## config.mk

```make
export PLATFORM = sky130hd
export DESIGN_NAME = acc_cpu_core
export DESIGN_NICKNAME = d
export VERILOG_FILES = /design/src/rtl/acc_cpu_core.sv
export SDC_FILE = /design/constraint.sdc
export NUM_CORES = 1
export LEC_CHECK = 0
export BUFFER_PORTS_ARGS = -buffer_cell sky130_fd_sc_hd__buf_2
export CORE_MARGIN = 4
export CORE_UTILIZATION = 48
export DETAILED_ROUTE_END_ITERATION = 8
export GPL_ROUTABILITY_DRIVEN = 0
export GPL_TIMING_DRIVEN = 0
export PLACE_DENSITY = 0.82
export SYNTH_ARGS = -nofsm -noshare
export SYNTH_HDL_FRONTEND = slang
export SYNTH_SLANG_ARGS = --single-unit
```

## constraint.sdc

```tcl
create_clock -name clk -period 2.9 [get_ports clk]
set_clock_uncertainty 0.15 [all_clocks]
set_input_delay 0.145 -clock clk [delete_from_list [all_inputs] [get_ports clk]]
set_output_delay 0.145 -clock clk [all_outputs]
set_load 0.05 [all_outputs]
```

## src/rtl/acc_cpu_core.sv

```systemverilog
// Multicycle accumulator CPU core. Instructions are {op[2:0], addr} words
// fetched from a combinational instruction port. Data memory is accessed
// over a req/ack handshake that may insert any number of wait states.
module acc_cpu_core #(
   parameter int unsigned DATA_W   = 8,
   parameter int unsigned ADDR_W   = 5,
   parameter int unsigned RESET_PC = 0
) (
   input  logic                clk,
   input  logic                R,
   output logic [ADDR_W-1:0]   imem_addr,
   input  logic [ADDR_W+2:0]   imem_data,
   output logic                dmem_req,
   output logic                dmem_we,
   output logic [ADDR_W-1:0]   dmem_addr,
   output logic [DATA_W-1:0]   dmem_wdata,
   input  logic [DATA_W-1:0]   dmem_rdata,
   input  logic                dmem_ack,
   output logic [DATA_W-1:0]   ac,
   output logic [ADDR_W-1:0]   pc,
   output logic                carry,
   output logic                zero,
   output logic                halted,
   output logic [1:0]          state
);

   typedef enum logic [2:0] {
      S_FETCH  = 3'd0,
      S_DECODE = 3'd1,
      S_MEM    = 3'd2,
      S_EXEC   = 3'd3,
      S_HALT   = 3'd4
   } state_e;

   typedef enum logic [2:0] {
      OP_LDA = 3'd0,
      OP_ADD = 3'd1,
      OP_SUB = 3'd2,
      OP_AND = 3'd3,
      OP_XOR = 3'd4,
      OP_STA = 3'd5,
      OP_JZ  = 3'd6,
      OP_HLT = 3'd7
   } op_e;

   localparam logic [ADDR_W-1:0] RESET_PC_V = ADDR_W'(RESET_PC);

   state_e              state_q, state_d;
   logic [ADDR_W-1:0]   pc_q, pc_d;
   logic [DATA_W-1:0]   ac_q, ac_d;
   logic                carry_q, carry_d;
   logic [ADDR_W+2:0]   ir_q, ir_d;
   logic [DATA_W-1:0]   mdr_q, mdr_d;

   op_e                 op;
   logic [ADDR_W-1:0]   ir_addr;
   logic [DATA_W:0]     add_res;
   logic                ac_is_zero;

   assign op         = op_e'(ir_q[ADDR_W+2:ADDR_W]);
   assign ir_addr    = ir_q[ADDR_W-1:0];
   assign add_res    = {1'b0, ac_q} + {1'b0, mdr_q};
   assign ac_is_zero = (ac_q == '0);

   // Next-state, datapath updates and memory handshake decode
   always_comb begin
      state_d  = state_q;
      pc_d     = pc_q;
      ac_d     = ac_q;
      carry_d  = carry_q;
      ir_d     = ir_q;
      mdr_d    = mdr_q;
      dmem_req = 1'b0;
      dmem_we  = 1'b0;
      case (state_q)
         S_FETCH: begin
            ir_d    = imem_data;
            pc_d    = pc_q + 1'b1;
            state_d = S_DECODE;
         end
         S_DECODE: begin
            if (op == OP_HLT) begin
               state_d = S_HALT;
            end else if (op == OP_JZ) begin
               if (ac_is_zero) pc_d = ir_addr;
               state_d = S_FETCH;
            end else begin
               state_d = S_MEM;
            end
         end
         S_MEM: begin
            dmem_req = 1'b1;
            dmem_we  = (op == OP_STA);
            if (dmem_ack) begin
               if (op == OP_STA) begin
                  state_d = S_FETCH;
               end else begin
                  mdr_d   = dmem_rdata;
                  state_d = S_EXEC;
               end
            end
         end
         S_EXEC: begin
            case (op)
               OP_LDA: ac_d = mdr_q;
               OP_ADD: {carry_d, ac_d} = add_res;
               OP_SUB: begin
                  ac_d    = ac_q - mdr_q;
                  carry_d = (ac_q >= mdr_q);
               end
               OP_AND: ac_d = ac_q & mdr_q;
               OP_XOR: ac_d = ac_q ^ mdr_q;
               default: ;
            endcase
            state_d = S_FETCH;
         end
         S_HALT: state_d = S_HALT;
         default: state_d = S_FETCH;
      endcase
   end

   // State and architectural registers; R abandons any pending access
   always_ff @(posedge clk) begin
      if (R) begin
         state_q <= S_FETCH;
         pc_q    <= RESET_PC_V;
         ac_q    <= '0;
         carry_q <= 1'b0;
         ir_q    <= '0;
         mdr_q   <= '0;
      end else begin
         state_q <= state_d;
         pc_q    <= pc_d;
         ac_q    <= ac_d;
         carry_q <= carry_d;
         ir_q    <= ir_d;
         mdr_q   <= mdr_d;
      end
   end

   assign imem_addr  = pc_q;
   assign dmem_addr  = ir_addr;
   assign dmem_wdata = ac_q;
   assign ac         = ac_q;
   assign pc         = pc_q;
   assign carry      = carry_q;
   assign zero       = ac_is_zero;
   assign halted     = (state_q == S_HALT);
   // HALT has no code of its own on the 2-bit debug port; it reads as EXEC
   assign state      = (state_q == S_HALT) ? 2'd3 : state_q[1:0];

endmodule

```

=== Word-level counts from Yosys, hierarchy flattened ===
Cells that the tools add are included.

* Logic and storage cells: 52
* Bits in registers: 33
* Bits of input ports: 19
* Output and inout port bits: 38

* Equal/unequal tests: 15
* Add/sub/neg operators: 3
* Bitwise operators: 3
* $lt $le $gt $ge: 1
* Reductions and logical operators: 10
* Muxes and demuxes: 14

{| class="wikitable"
|+ Operator list
! cell !! count
|-
| $pmux 8 s5 || 1
|-
| $eq 3x3->1 const B || 5
|-
| $mux 5 || 3
|-
| $eq 3x2->1 const B || 4
|-
| $pmux 3 s4 || 1
|-
| $pmux 5 s2 || 1
|-
| $add 8x8->9 || 1
|-
| $and 8x8->8 || 1
|-
| $ge 8x8->1 || 1
|-
| $logic_not 8->1 || 1
|-
| $ne 2x2->1 const B || 4
|-
| $sub 8x8->8 || 1
|-
| $xor 8x8->8 || 1
|-
| $eq 3x1->1 const B || 2
|-
| $logic_not 3->1 || 2
|-
| $mux 2 || 3
|-
| $mux 3 || 2
|-
| $add 5x1->5 const B || 1
|-
| $reduce_bool 5->1 || 1
|-
| $reduce_and 2->1 || 2
|-
| $reduce_and 4->1 || 1
|-
| $reduce_bool 2->1 || 2
|-
| $reduce_and 3->1 || 1
|-
| $mux 1 || 2
|-
| 2 further kinds || 2
|}

=== Logic depth before layout (Yosys ltp) ===
Gate-level depths: netlist of the first run.

* Depth in word-level cells: 5
* Depth in mapped cells: 10
* Mapped depth without buffers: 10

=== Worst setup path before layout of the first run ===
Ideal clock, no wire load.

* Path kind: register to register
* From: register ac_q[0] (netlist: ac[0])
* To: register ac_q[6] (netlist: ac[6])
* Library setup time: 78 ps
* Setup slack: 245 ps
* Arrival time: 2427 ps
* Data required time: 2672 ps
* Cell stages (with the launch flop): 11
* Clock period less this slack: 2655 ps
* Buffers on the path: 0
* Cells stage by stage: dfxtp_1 -> ha_1 -> inv_1 -> fa_1 -> o21ba_2 -> o21bai_1 -> a21oi_1 -> o21bai_1 -> a21oi_1 -> o21a_1 -> nor3_1

* Cells in the longest elaborated chain, start to end: 2
* Elaborated cells on any way between the ends: 3
* Those cells by class: add/sub (2); mux (1)

{| class="wikitable"
|+ RTL lines
! item !! RTL line !! RTL
|-
| start: declaration || 50 || <nowiki>logic [DATA_W-1:0] ac_q, ac_d;</nowiki>
|-
| start signal: assignment || 127 || <nowiki>ac_q <= '0;</nowiki>
|-
| start signal: assignment || 134 || <nowiki>ac_q <= ac_d;</nowiki>
|-
| $sub 8x8->8 / $add 8x8->9 (equally long branches) || 108, 62 ||
|-
| $pmux 8 s5 * || 104 || <nowiki>case (op)</nowiki>
|}

Mark *: on every way between the ends. The rest lies on a longest branch, timed or not.
A chain may end at the register's enable or synchronous reset.

=== Worst setup path after layout of the first run ===
Ends and elaborated chain as after synthesis.

==> results_dict.tcl, run 1 <==
set metrics [dict create \
    slew_headroom 0.4040 \
    finalCriticalPeriod_ps 2669 \
    syn_avg_cell_area_um2 7.618 \
    place_ws_ps 270.2 \
    viasPerCell 5.562 \
    setup_viol 0 \
    ff2ff_setup_slack_ps 230 \
    initial_core_util 0.5007 \
    synth-edff-count 0 \
    worstPathCellList "ha_1 > inv_1 > fa_1 > o21ba_2 > o21bai_1 > a21oi_1 > o21bai_1 > a21oi_1 > o21a_1 > nor3_1" \
    hold_path.class "in -> reg" \
    share_comb_of_total_power 0.382 \
    utilization 0.6241 \
    h-tree-depth 2 \
    numCtsBuffers 5 \
    power_density_nw_per_um2 489.2 \
    yosysWarnings 0 \
    p_sw_frac 0.3963 \
    area_delta_synth_final_pct 24.64 \
    dieArea_um2 6635 \
    die_w_um 81.46 \
    root_buffer "clkbuf_8" \
    max_stage_delay_ps 460 \
    power_frac_seq 0.326 \
    synthFlopType "dfxtp_1" \
    dp_hpwl_um 5320 \
    boundaryPins 57 \
    tightest_slew_ps 889.2 \
    cp.required_ps 2970 \
    wirelength_um 7530 \
    post-cts-setup-buffers 0 \
    seq_area_frac_synth 0.2551 \
    clk_latency_ps 300 \
    die_y_um 81.46 \
    synth_nets 379 \
    max_freq_ghz 0.3746 \
    async_flop_share 0 \
    grt-ovfl-total 0 \
    synth_cells 340 \
    hold_depth 2 \
    p_switching_mw 0.6259 \
    worstSetupPathType "reg -> reg" \
    hold_violations 0 \
    finalSetupTns_ps 0 \
    worst-path-buf-inv 1 \
    fillCellCount 429 \
    internal-power_mw 0.9534 \
    drtAntennaViolNets 0 \
    path_max_fanout 5 \
    design.core.area_um2 5172 \
    synth.cell_area_um2 2590 \
    timing.rr.end "ac[6]" \
    status "completed" \
    rsz0062_at_grt "false" \
    ys_seq_elements 33 \
    drive_above_1_share 0.2243 \
    timing.hold.worst_endpoint "state_q[0]" \
    clkPwrFrac 0.292 \
    worst_slack_ps 230.7 \
    ir_worst_vdd_mv 0.3846 \
    wl_per_cell_um 15.40 \
    drv_slew 0 \
    reg2reg_from "ac[0]" \
    p_leak_nw 1.528 \
    drtPass1Iterations 8 \
    cts_tree "built" \
    min-delay-start "R" \
    clockBufferDepth 2 \
    clkTransAtPathRegs_ps 80 \
    drc 0 \
    cp_top_family "compound AO/OA/AOI/OAI gates" \
    first_global_vias 2511 \
    io_buffers 55 \
    antenna_cells 0 \
    grt_max_degree 13 \
    row_count 26 \
    grt_pass1_wl_um 12100 \
    cts_num_sinks 33 \
    cpMaxStageDelayCell "dfxtp_1" \
    rr_worst_depth 10 \
    arrival_ps 2740 \
    drt_iter0_markers 347 \
    track_usage 0.2367 \
    num_vias 2720 \
    synth.distinct_cells 53 \
    period_share 0.9204 \
    p_total_mw 1.579 \
    antenna_found_initial 0 \
    worst_setup_path_end_kind "register" \
    cap_violations 0 \
    nets 457 \
    start_kind "register" \
]
registers in the layout (all words and copies together), names as in the netlist:
name	count
ac	8
carry	1
imem_addr	5
ir_q	8
mdr_q	8
state_q	3
layer usage:
metal	part of all wire	global-route usage	vias to the layer above
met3	0.092	0.04605	20
met5	0	0	-
met1	0.42	0.3096	1228
met4	0.023	0.08446	0
met2	0.47	0.3868	143
li1	-	-	1329
layout make-up:
type / count / area (µm²) / share of cell area
Clock inverter: 3 / 46.29 / 0.01434
Inverter: 23 / 86.33 / 0.02674
Sequential cell: 33 / 660.6 / 0.2047
Multi-Input combinational cell: 242 / 1608 / 0.4981
Tap cell: 70 / 87.58 / 0.02713
Timing Repair Buffer: 71 / 435.4 / 0.1349
Clock buffer: 5 / 68.82 / 0.02132
Buffer: 42 / 235.2 / 0.07287
worst max-delay path by stage:
stage | startpoint | end | slack (ps) | cells past startpoint
5_1_grt | ac[0] | ac[6] | 20 | 10
3_3_place_gp | ac[0] | ac[6] | 270 | 10
4_1_cts | ac[0] | ac[6] | 230 | 10
6_report | ac[0] | ac[6] | 230 | 10
3_5_place_dp | ac[0] | ac[6] | 270 | 10
2_1_floorplan | ac[0] | ac[6] | 250 | 10
power groups by stage:
stage	Sequential, mW	Combinational (mW)	Clock (mW)
floorplan	0.555	0.417	0
global placement	0.523	0.562	0
detailed placement	0.524	0.571	0
CTS	0.514	0.589	0.461
global route	0.520	0.653	0.476
finish	0.515	0.603	0.461
through the flow:
step / instance area [µm²] / instances / hold WS, ps
detailed placement: 2953 / 465 / 232.2
global placement: 2953 / 465 / 225.1
finish: 3228 / 489 / 62.21
floorplan: 2590 / 340 / 138.9
global route: 3228 / 489 / 72.82
CTS: 3228 / 489 / 54.06
synth_stat cells (2+ instances only):
| cell | number | area (µm²) |
|---|---|---|
| xor2_1 | 4 | 35.03 |
| a221oi_1 | 3 | 26.28 |
| o21ai_0 | 12 | 60.06 |
| o21ai_1 | 3 | 15.01 |
| nor2_1 | 41 | 153.9 |
| a21boi_0 | 2 | 15.01 |
| nor2b_1 | 4 | 25.02 |
| a21oi_1 | 31 | 155.2 |
| o22ai_1 | 5 | 31.28 |
| or2_2 | 4 | 25.02 |
| a31oi_1 | 7 | 43.79 |
| o21bai_1 | 2 | 15.01 |
| buf_4 | 18 | 135.1 |
| nand2_1 | 20 | 75.07 |
| ha_1 | 18 | 225.2 |
| xnor2_1 | 6 | 52.55 |
| o211ai_1 | 3 | 22.52 |
| a211oi_1 | 6 | 45.04 |
| buf_1 | 2 | 7.510 |
| o21a_1 | 2 | 15.01 |
| clkbuf_1 | 19 | 71.32 |
| dfxtp_1 | 33 | 660.6 |
| a21o_1 | 3 | 22.52 |
| o31ai_1 | 2 | 15.01 |
| nand3_1 | 5 | 25.02 |
| nor3b_1 | 2 | 15.01 |
| mux2i_1 | 17 | 170.2 |
| buf_2 | 2 | 10.01 |
| inv_1 | 23 | 86.33 |
| or4_4 | 2 | 22.52 |
| and2_1 | 3 | 18.77 |
| fa_1 | 2 | 40.04 |
| o32ai_1 | 2 | 17.52 |
| a2111oi_0 | 2 | 17.52 |
| or2_0 | 3 | 18.77 |
| nor3_1 | 10 | 50.05 |
layout by cell type (no fill, tap or decap), types with 6 or more instances in the layout:
cell and count:
buf_2 57, nor2_1 41, dfxtp_1 33, a21oi_1 31
inv_1 23, nand2_1 20, clkbuf_1 19, ha_1 18
buf_4 18, mux2i_1 17, dlygate4sd3_1 16, o21ai_0 12
nor3_1 10, a31oi_1 7, a211oi_1 6, xnor2_1 6
cells by family (layout without fill, tap and decap cells):
logic type	count (synthesis)	in the layout	synth area share
and+or+nand+nor	100	100	0.1841
AOI/OAI and AO/OA	95	95	0.2348
buffers and inverters	65	144	0.1242
DFF	33	33	0.2551
adders and majority gates	20	20	0.1024
muxes	17	17	0.06570
xor gates and xnor gates	10	10	0.03381
timing repair:
| action | CTS | global route |
|---|---|---|
| setup endpoints to repair | 0 | 0 |
| gates resized for setup | 0 | 0 |
| hold buffers | 16 | 0 |
| hold endpoints to repair | 16 | 0 |
No activity file was read; power rests on OpenSTA's default activity.
==> run 2: changes to the inputs <==
RECOVER_POWER = 25   (was default)
==> run 2 against run 1 <==
Die area did not move. Sequential share of layout area is 0.14 points higher. Register-to-register slack is essentially flat. Via count unchanged. Total power decreased by 0.33%. Flip-flop and latch count unchanged. Clock power about the same. Global-route usage unchanged. Routed wire length is 0.25% higher. First-iteration DRC count increased by 8.9%. Clock-buffer cell count unchanged. Maximum frequency is 0.24% lower. Critical path type unchanged. Critical endpoint unchanged. Largest power group unchanged.
==> results_dict.tcl, run 2 (synthesis gave the netlist of run 1 again) <==
set metrics [dict create \
    crit_start "ac[0]" \
    dieArea_um2 6635 \
    cap_violations 0 \
    root_buffer "clkbuf_8" \
    worst_setup_path_end_kind "register" \
    cts_num_sinks 33 \
    final_common_cell "nor2_1" \
    p_total_mw 1.574 \
    grt-ovfl-total 0 \
    cts_tree "built" \
    reg2reg_from "ac[0]" \
    drtPass1Iterations 5 \
    crit_end "ac[6]" \
    hold_depth 2 \
    worst-path-buf-inv 1 \
    p_leak_nw 1.458 \
    ir_worst_vdd_mv 0.3844 \
    antenna_cells 0 \
    max_stage_delay_ps 450 \
    wirelength_um 7549 \
    antenna_found_initial 0 \
    rsz0062_at_grt "false" \
    design.core.area_um2 5172 \
    finalSetupTns_ps 0 \
    rr_worst_depth 10 \
    viasPerCell 5.562 \
    wl_per_cell_um 15.44 \
    numCtsBuffers 5 \
    cpMaxStageDelayCell "dfxtp_1" \
    clk_latency_ps 300 \
    power_density_nw_per_um2 490.9 \
    cp.depth 10 \
    grt_max_degree 13 \
    hold_violations 0 \
    initial_core_util 0.5007 \
    clockBufferDepth 2 \
    drtAntennaViolNets 0 \
    tightest_slew_ps 887.3 \
    status "completed" \
    period_share 0.9227 \
    die_w_um 81.46 \
    slew_headroom 0.4052 \
    io_buffers 55 \
    dp_hpwl_um 5320 \
    nets 457 \
    place_ws_ps 270.2 \
    start_kind "register" \
    cp_top_family "compound AO/OA/AOI/OAI gates" \
    worstPathCellList "ha_1 > inv_1 > fa_1 > o21ba_2 > o21bai_1 > a21oi_1 > o21bai_1 > a21oi_1 > o21a_1 > nor3_1" \
    track_usage 0.2367 \
    worstSetupPathType "reg -> reg" \
    worst_slack_ps 224.1 \
    holdWs_ps 62.28 \
    row_count 26 \
    grt_pass1_wl_um 12100 \
    first_global_vias 2511 \
    drt_iter0_markers 378 \
    h-tree-depth 2 \
    cp.required_ps 2970 \
    max_freq_ghz 0.3737 \
    min-delay-start "R" \
    boundaryPins 57 \
    clkTransAtPathRegs_ps 80 \
    area_delta_synth_final_pct 23.82 \
    final_cell_mix "nor2_1, buf_2, clkbuf_1" \
    ff2ff_setup_slack_ps 220 \
    path_max_fanout 5 \
    drv_slew 0 \
    setup_viol 0 \
    finalCriticalPeriod_ps 2676 \
    num_vias 2720 \
    hold_path.class "in -> reg" \
    drc 0 \
    arrival_ps 2740 \
    timing.rr.end "ac[6]" \
    die_y_um 81.46 \
    drive_above_1_share 0.1838 \
]
## run 2: layout make-up
type,count,area [µm²]
inverters,23,86.33
multi-input cells,242,1608
clock inverters,3,46.29
clock buffers,5,68.82
repair buffers,71,414.1
flip-flops and latches,33,660.6
plain buffers,42,235.2
fillers,442,1966
well taps,70,87.58
## run 2: how the worst min path moves through the flow
stage | to | slack [ps]
after floorplan | mdr_q[0] | 140
after global placement | mdr_q[7] | 230
after detailed placement | mdr_q[6] | 230
after CTS | state_q[0] | 50
after global routing | state_q[0] | 70
final | state_q[0] | 60
## run 2: routing by layer
metal	track usage	routed length (µm)	share of wire	vias to the layer above
li1	-	-	-	1327
met1	0.3096	3147	0.42	1223
met2	0.3868	3528	0.47	147
met3	0.04605	690	0.091	23
met4	0.08446	182	0.024	0
met5	0	0	0	-
## run 2: report_power, final
group,switching [mW],internal [mW]
registers,0.0330,0.482
clock network,0.203,0.257
logic,0.389,0.209
total,0.625,0.949
## run 2: what timing repair did
item                                   in CTS  in global routing
hold buffers                               16                  0
buffers inserted                            0                  0
endpoints found under the hold margin      16                  0
gates resized for setup                     0                  0
## run 2: per-stage QoR
step | area [µm²] | instances | utilization
6_report | 3207 | 489 | 0.6200
5_1_grt | 3207 | 489 | 0.6200
4_1_cts | 3228 | 489 | 0.6241
3_5_place_dp | 2953 | 465 | 0.5709
3_3_place_gp | 2953 | 465 | 0.5709
2_1_floorplan | 2590 | 340 | -
==> run 3: changes to the inputs <==
CELL_PAD_IN_SITES_DETAIL_PLACEMENT = 0   (was default)
CELL_PAD_IN_SITES_GLOBAL_PLACEMENT = 1   (was default)
CORE_UTILIZATION = 40   (was 48)
PLACE_DENSITY = 0.91   (was 0.82)
==> run 3 against run 2 <==
Via count down 1.4%. Highest routed layer unchanged. Sequential share of layout area barely moved. Clock power about the same. Largest power group unchanged. Non-clock buffer count unchanged. Register-to-register slack hardly changed. Cell area increased by 0.31%. Clock-buffer cell count stayed put. Maximum frequency up 0.22%.
==> results_dict.tcl, run 3 (synthesis gave the netlist of run 1 again) <==
set metrics [dict create \
    status "completed" \
    max_stage_delay_ps 510 \
    grt_pass1_wl_um 12520 \
    drc 0 \
    reg2reg_from "ac[1]" \
    clkPwrFrac 0.294 \
    clkTransAtPathRegs_ps 90 \
    numCtsBuffers 5 \
    antenna_found_initial 0 \
    dp_hpwl_um 5550 \
    cap_violations 0 \
    p_leak_nw 1.458 \
    cpMaxStageDelayCell "dfxtp_1" \
    antenna_cells 0 \
    internal-power_mw 0.9489 \
    hold_depth 3 \
    final_common_cell "nor2_1" \
    track_usage 0.2056 \
    period_share 0.9207 \
    p_total_mw 1.577 \
    place_inst 472 \
    power_density_nw_per_um2 490.3 \
    hold_path.class "in -> reg" \
    holdWs_ps 82.33 \
    worstPathCellList "inv_1 > fa_1 > o21ba_2 > o21bai_1 > a21oi_1 > o21bai_1 > a21oi_1 > o21a_1 > nor3_1" \
    die_w_um 88.47 \
    slew_headroom 0.3865 \
    cts_num_sinks 33 \
    drive_above_1_share 0.1862 \
    boundaryPins 57 \
    min-delay-start "dmem_ack" \
    grt-ovfl-total 0 \
    final_cell_mix "nor2_1, buf_2, clkbuf_1" \
    io_buffers 55 \
    max_freq_ghz 0.3745 \
    p_switching_mw 0.6284 \
    drv_slew 0 \
    p_sw_frac 0.3984 \
    design.core.area_um2 6314 \
    fin_cells 496 \
    arrival_ps 2730 \
    nets 457 \
    finalSetupTns_ps 0 \
    share_comb_of_total_power 0.379 \
    tightest_slew_ps 915.2 \
    viasPerCell 5.407 \
    worst_setup_path_end_kind "register" \
    cp_top_family "compound AO/OA/AOI/OAI gates" \
    cts_tree "built" \
    finalCriticalPeriod_ps 2670 \
    drtPass1Iterations 5 \
    rsz0062_at_grt "false" \
    fillCellCount 645 \
    root_buffer "clkbuf_8" \
    h-tree-depth 2 \
    initial_core_util 0.4102 \
    dieArea_um2 7826 \
    first_global_vias 2530 \
    clk_latency_ps 300 \
    worstSetupPathType "reg -> reg" \
    area_delta_synth_final_pct 24.20 \
    power_frac_seq 0.327 \
    start_kind "register" \
    grt_max_degree 13 \
    setup_viol 0 \
    timing.rr.end "ac[6]" \
    ff2ff_setup_slack_ps 230 \
    rr_worst_depth 9 \
    timing.hold.worst_endpoint "state_q[0]" \
    path_max_fanout 7 \
    drtAntennaViolNets 0 \
    row_count 29 \
    cp.depth 9 \
    wl_per_cell_um 15.36 \
    hold_violations 0 \
    wirelength_um 7619 \
    num_vias 2682 \
    clockBufferDepth 2 \
    die_y_um 88.47 \
    cp.required_ps 2960 \
    ir_worst_vdd_mv 0.3098 \
    drt_iter0_markers 361 \
    worst-path-buf-inv 1 \
]
-- run 3: cell counts in the layout (fill, tap and decap cells not counted) --
No cell type changed its count.
-- run 3: final cells by class --
type                    instances  area (µm²)  share of cell area
plain buffers                  42       235.2             0.07312
clock buffers                   5       68.82             0.02139
clock inverters                 3       46.29             0.01439
inverters                      23       86.33             0.02684
multi-input cells             242        1608              0.4998
flip-flops and latches         33       661.9              0.2058
well taps                      77       96.34             0.02995
repair buffers                 71       414.1              0.1287
-- run 3: timing repair --
item,CTS,global route
resized for setup,0,1
hold endpoints to repair,16,0
buffers inserted,0,0
hold buffers,16,0
setup endpoints to repair,0,1
-- run 3: stage by stage --
stage	area (µm²)	utilization	setup slack [ps]
detailed placement	2962	0.4691	266.1
global route	3217	0.5095	3.169
floorplan	2590	-	245.5
CTS	3237	0.5127	209.9
global placement	2962	0.4691	218.4
finish	3217	0.5095	229.9
-- run 3: metal layers --
layer | vias to the layer above | track usage | part of all wire
met5 | - | 0 | 0
met4 | 0 | 0.05495 | 0.017
met3 | 13 | 0.03818 | 0.077
met2 | 114 | 0.3338 | 0.46
met1 | 1227 | 0.2805 | 0.45
li1 | 1328 | - | -
-- run 3: worst min-delay path: cells and delay by family --
kind                   cells  cell delay (ps)
buffers and inverters      1              110
AOI/OAI and AO/OA          2              200
-- run 3: how the worst max path moves through the flow --
stage / end / slack [ps] / from
after floorplan: ac[6] / 250 / ac[0]
after global placement: ac[6] / 220 / ac[0]
after detailed placement: ac[6] / 270 / ac[0]
after CTS: ac[6] / 210 / ac[0]
after global routing: ac[6] / 3 / ac[1]
final: ac[6] / 230 / ac[1]
-- run 3: power by group through the flow --
stage          registers [mW]  clock network (mW)  logic (mW)
5_1_grt                 0.520               0.494       0.649
3_3_place_gp            0.524                   0       0.570
3_5_place_dp            0.525                   0       0.576
2_1_floorplan           0.555                   0       0.417
4_1_cts                 0.515               0.471       0.595
6_report                0.515               0.464       0.598
